## config.mk

```make
export PLATFORM = sky130hd
export DESIGN_NAME = regfile_multiport
export DESIGN_NICKNAME = d
export VERILOG_FILES = /design/src/rtl/regfile_pkg.sv /design/src/rtl/regfile_scoreboard.sv /design/src/rtl/regfile_multiport.sv
export SDC_FILE = /design/constraint.sdc
export NUM_CORES = 2
export LEC_CHECK = 0
export CAP_MARGIN = 40
export CORE_MARGIN = 5
export CORE_UTILIZATION = 35
export CTS_CLUSTER_SIZE = 25
export DETAILED_ROUTE_END_ITERATION = 8
export GPL_TIMING_DRIVEN = 0
export PLACE_DENSITY = 0.53
export SLEW_MARGIN = 20
export SYNTH_ARGS = -nofsm -noshare
export SYNTH_HDL_FRONTEND = slang
export SYNTH_HIERARCHICAL = 1
export SYNTH_SLANG_ARGS = --single-unit
export TNS_END_PERCENT = 1
```

## constraint.sdc

```tcl
create_clock -name clk -period 7.3 [get_ports clk]
set_input_delay 1.825 -clock clk [delete_from_list [all_inputs] [get_ports clk]]
set_output_delay 1.825 -clock clk [all_outputs]
set_load 0.1 [all_outputs]
```

## src/rtl/regfile_pkg.sv

```systemverilog
// Shared defaults and address type for the multi-port integer register file.
// Same-cycle write->read forwarding is enabled with the REGFILE_BYPASS_EN macro.
package regfile_pkg;

    localparam int DEF_XLEN     = 32;
    localparam int DEF_NUM_REGS = 32;
    localparam int DEF_NUM_RD   = 3;
    localparam int DEF_NUM_WR   = 2;
    localparam int DEF_ADDR_W   = $clog2(DEF_NUM_REGS);

    typedef logic [DEF_ADDR_W-1:0] reg_addr_t;

    localparam reg_addr_t REG_ZERO = '0;

endpackage

```

## src/rtl/regfile_scoreboard.sv

```systemverilog
// Per-register busy bits: issue sets, any enabled write clears, set beats clear.
// Register 0 never becomes busy.
module regfile_scoreboard
    import regfile_pkg::*;
#(
    parameter int NUM_REGS = DEF_NUM_REGS,
    parameter int NUM_WR   = DEF_NUM_WR,
    parameter int ADDR_W   = $clog2(NUM_REGS)
) (
    input  logic                     clk_i,
    input  logic                     rst_ni,
    input  logic [NUM_WR-1:0]        wr_en_i,
    input  logic [NUM_WR*ADDR_W-1:0] wr_addr_i,
    input  logic                     iss_en_i,
    input  logic [ADDR_W-1:0]        iss_addr_i,
    output logic [NUM_REGS-1:0]      busy_o
);

    logic [NUM_REGS-1:0] busy_q;
    logic [NUM_REGS-1:0] busy_d;

    // Clears are applied first so a same-cycle issue to the same register wins.
    always_comb begin
        busy_d = busy_q;
        for (int w = 0; w < NUM_WR; w++) begin
            if (wr_en_i[w] && (wr_addr_i[w*ADDR_W +: ADDR_W] != '0)) begin
                busy_d[wr_addr_i[w*ADDR_W +: ADDR_W]] = 1'b0;
            end
        end
        if (iss_en_i && (iss_addr_i != '0)) begin
            busy_d[iss_addr_i] = 1'b1;
        end
        busy_d[0] = 1'b0;
    end

    always_ff @(posedge clk_i or negedge rst_ni) begin
        if (!rst_ni) begin
            busy_q <= '0;
        end else begin
            busy_q <= busy_d;
        end
    end

    assign busy_o = busy_q;

endmodule

```

## src/rtl/regfile_multiport.sv

```systemverilog
// Integer register file: NUM_RD async read ports, NUM_WR sync write ports, busy scoreboard.
// Define REGFILE_BYPASS_EN to forward same-cycle write data onto the read ports.
module regfile_multiport
    import regfile_pkg::*;
#(
    parameter int XLEN     = DEF_XLEN,
    parameter int NUM_REGS = DEF_NUM_REGS,
    parameter int NUM_RD   = DEF_NUM_RD,
    parameter int NUM_WR   = DEF_NUM_WR,
    parameter int ADDR_W   = $clog2(NUM_REGS)
) (
    input  logic                     clk,
    input  logic                     reset,
    input  logic [NUM_RD*ADDR_W-1:0] rd_addr,
    output logic [NUM_RD*XLEN-1:0]   rd_data,
    output logic [NUM_RD-1:0]        rd_busy,
    input  logic [NUM_WR-1:0]        wr_en,
    input  logic [NUM_WR*ADDR_W-1:0] wr_addr,
    input  logic [NUM_WR*XLEN-1:0]   wr_data,
    input  logic                     iss_en,
    input  logic [ADDR_W-1:0]        iss_addr,
    output logic [NUM_REGS-1:0]      busy_vec
);

    logic [XLEN-1:0] regs_q [NUM_REGS];
    logic [XLEN-1:0] regs_d [NUM_REGS];

    regfile_scoreboard #(
        .NUM_REGS (NUM_REGS),
        .NUM_WR   (NUM_WR),
        .ADDR_W   (ADDR_W)
    ) u_scoreboard (
        .clk_i      (clk),
        .rst_ni     (reset),
        .wr_en_i    (wr_en),
        .wr_addr_i  (wr_addr),
        .iss_en_i   (iss_en),
        .iss_addr_i (iss_addr),
        .busy_o     (busy_vec)
    );

    // Ascending port order lets the highest-index writer overwrite lower ones.
    always_comb begin
        for (int i = 0; i < NUM_REGS; i++) begin
            regs_d[i] = regs_q[i];
        end
        for (int w = 0; w < NUM_WR; w++) begin
            if (wr_en[w] && (wr_addr[w*ADDR_W +: ADDR_W] != '0)) begin
                regs_d[wr_addr[w*ADDR_W +: ADDR_W]] = wr_data[w*XLEN +: XLEN];
            end
        end
        regs_d[0] = '0;
    end

    always_ff @(posedge clk or negedge reset) begin
        if (!reset) begin
            for (int i = 0; i < NUM_REGS; i++) begin
                regs_q[i] <= '0;
            end
        end else begin
            for (int i = 0; i < NUM_REGS; i++) begin
                regs_q[i] <= regs_d[i];
            end
        end
    end

    always_comb begin
        rd_data = '0;
        rd_busy = '0;
        for (int p = 0; p < NUM_RD; p++) begin
            rd_data[p*XLEN +: XLEN] = regs_q[rd_addr[p*ADDR_W +: ADDR_W]];
            rd_busy[p]              = busy_vec[rd_addr[p*ADDR_W +: ADDR_W]];
`ifdef REGFILE_BYPASS_EN
            // Forwarding is suppressed while reset is held so reads stay zero.
            if (reset) begin
                for (int w = 0; w < NUM_WR; w++) begin
                    if (wr_en[w] && (wr_addr[w*ADDR_W +: ADDR_W] == rd_addr[p*ADDR_W +: ADDR_W])) begin
                        rd_data[p*XLEN +: XLEN] = wr_data[w*XLEN +: XLEN];
                        rd_busy[p] = iss_en && (iss_addr == rd_addr[p*ADDR_W +: ADDR_W]);
                    end
                end
            end
`endif
            if (rd_addr[p*ADDR_W +: ADDR_W] == '0) begin
                rd_data[p*XLEN +: XLEN] = '0;
                rd_busy[p]              = 1'b0;
            end
        end
    end

endmodule

```

==> run summary <==
Routed WL per cell: 44.2 um
Syn avg cell area: 10.4 sq um
CTS Hold Buffers Added: 0
CP peak stage delay: 860 ps
Unrepaired setup endpoints after global routing: yes
Max-Slew Margin vs Limit: 30.0%
Die width: 462 um
CTS sink count: 1023
Final setup fails: 55
Total CTS buffers: 137
Longest Clk Path Bufs: 3
Synth Net Count: 6980
Die Ht: 462 um
Total power: 25800 uW
Commonest non-fill, non-tap cell in the layout: mux2i_1
CP arrival: 5790 ps
Initial Util: 35.1%
Count of pins over their slew limit: 0
CP Capture Type: output pin
Nets: 7766
Via density: 6.51
Number of hold violations in the final report: 0
Most used cell, CP: clkdlybuf4s50_1
ANT nets after route: 0
Netlist cell types: 56
Root Driver: clkbuf_16
Failing checks: setup timing
Period utilization: 104%
H-Tree Level Count: 4
Crit start category: input pin
First-pass GRT wire length: 604000 um
HP Class: reg -> reg
Core area: 204000 sq um
Crit-path cells: clkdlybuf4s50_1 -> and3b_1 -> buf_1 -> clkbuf_2 -> a22oi_1 -> nand4_1 -> clkdlybuf4s50_1 -> buf_8
CTS clock-pin slew for the worst setup and hold paths: 50 ps
Register area share after synthesis: 35.8%
Placed instance area: 83200 sq um
Mapped cell area: 71500 sq um
Seq cells post-synth: 1023
Die area: 213000 sq um
Post-route design area: 88600 sq um
Vias in the first global route: 66000
Synth Warn #: 6
PnR worst setup slack: -319 ps
Status: finished, violations left
Async set-reset flop share out of synthesis: 100%
Dpl hpwl: 385000 um
Largest net degree at the start of global routing: 134
Area occupied by multi-input gates: 42900 sq um
Router iterations before antenna repair: 7
P&R area growth vs syn: 23.9%
Final GP Congestion: 1.10
Post-synthesis cell count: 6881
Largest delay share family, worst path: buffers and inverters
WP data required: 5480 ps
Total gr overflow: 0
Crit path time final: 7620 ps
Number of port buffers: 218
Top FF cell, synth: dfrtp_1
Critical path's slowest cell: a22oi_1
Global-route usage over all layers: 42.3%
FP Rows: 166
Clock Latency Late Sink: 820 ps
WS Path Type: in -> out
Initial DRC count: 9395
Layout cells sized above 1: 20.7%
Buf+Inv Stages, Crit Path: 5
Max Cap Viol: 0
Worst Skew: 0 ps
Pwr per Cell Area: 291 nW/um^2
Post-synth EDFFs: 0
Antenna violations before repair: 23
Post-CTS setup buffer count: 0
Fillers: 19700
Slew @ Worst Pin: 1050 ps
WL final: 463000 um
CP Max Fanout: 10
Drt drc: 0
Most frequent cells in the layout: mux2i_1 (1300), dfrtp_1 (1023), a21oi_1 (615)
Io pins: 230
TNS Setup: -4440 ps
Fmax: 0.131 GHz
Seq. cell area: 25600 sq um
TritonCTS clock tree: built
Worst vdd ir: 0.000267 V
Pleak: 0.0371 uW
Routed vias: 68100
## logic make-up after synthesis
| kind of cell | Yosys count | synth area share, % |
|---|---|---|
| multiplexers | 1984 | 36.7 |
| AO/OA/AOI/OAI | 1750 | 15.0 |
| AND/OR/NAND/NOR | 1282 | 7.71 |
| flip-flops | 1023 | 35.8 |
| buffers and inverters | 841 | 4.81 |
| other | 1 | 0.00524 |
## where the power goes
| part | internal (uW) | total (uW) | switching (uW) | leakage (uW) |
|---|---|---|---|---|
| clock | 4300 | 7350 | 3050 | 0.00232 |
| combinational | 4030 | 9470 | 5440 | 0.0223 |
| sequential | 7180 | 8980 | 1800 | 0.0125 |
## synthesized netlist by cell type, types with 4 or more instances
library cell / n / area [sq um]
o21ai_1: 478 / 2390
and4b_1: 4 / 40.0
a22o_1: 30 / 263
or2_1: 4 / 25.0
mux2_2: 65 / 732
nand2b_1: 18 / 113
nor3_1: 6 / 30.0
nor2b_1: 19 / 119
buf_2: 205 / 1030
nor3_2: 4 / 40.0
inv_1: 7 / 26.3
mux4_2: 492 / 11100
and2_1: 9 / 56.3
nand3_1: 9 / 45.0
a22oi_1: 318 / 2390
clkbuf_1: 554 / 2080
mux2_1: 127 / 1430
o211ai_1: 195 / 1460
nand4_1: 98 / 613
and3_1: 4 / 25.0
a221o_1: 96 / 961
nor3b_2: 4 / 50.1
mux2i_1: 1300 / 13000
dfrtp_1: 1023 / 25600
buf_1: 68 / 255
nor2_1: 558 / 2090
a21oi_1: 615 / 3080
nand2_1: 508 / 1910
and3b_1: 8 / 70.1
## flip-flops by register name, indices dropped and copies added, names as in the netlist
signal / flops
regs_q: 992
u_scoreboard/busy_o: 31
## worst reg2reg max path: stages (launching register included)
cell,delay (ps)
dfrtp_1,520
mux2i_1,120
o21ai_1,400
## cell type report
cell class,count,area share [%]
Antenna cell,11,0.0311
Timing Repair Buffer,647,9.37
Multi-Input combinational cell,5017,48.5
Sequential cell,1023,28.9
Clock buffer,186,4.44
Buffer,834,4.08
Clock inverter,58,0.894
Inverter,7,0.0297
Tap cell,2688,3.80
## layer usage
metal / GRT usage (%) / share of wire, %
met1: 53.7 / 39
met2: 60.9 / 42
met3: 14.8 / 11
met4: 28.0 / 8.2
met5: 0 / 0.013
## timing repair
action / 4_1_cts / 5_1_grt
gates resized for setup: 106 / 62
pin swaps: 9 / 4
endpoints found under the setup margin: 85 / 53
## worst paths after layout
| kind | start | to | slack (ps) | depth (start not counted) |
|---|---|---|---|---|
| max reg2reg | regs_q[247]$_DFF_PN0_ | regs_q[247]$_DFF_PN0_ | 6100 | 2 |
| min reg2reg | u_scoreboard/busy_o[5]$_DFF_PN0_ | u_scoreboard/busy_o[5]$_DFF_PN0_ | 580 | 1 |
| max | rd_addr[3] | rd_data[28] | -320 | 8 |
| max in group asynchronous | reset | regs_q[109]$_DFF_PN0_ | 3830 | 4 |
| min | u_scoreboard/busy_o[5]$_DFF_PN0_ | u_scoreboard/busy_o[5]$_DFF_PN0_ | 580 | 1 |
| min in group asynchronous | reset | regs_q[731]$_DFF_PN0_ | 910 | 1 |
## stage by stage
step                      worst slack, ps  cells  hold slack, ps  util (%)
after floorplan                       312   6881             538         -
after global placement             -47360   9787             560      37.8
after detailed placement             -772  10200             563      40.8
after CTS                            -123  10500             579      43.3
after global routing                 -102  10500             612      43.4
final                                -319  10500             575      43.4
Note: power is estimated with default switching activity, not from simulation.
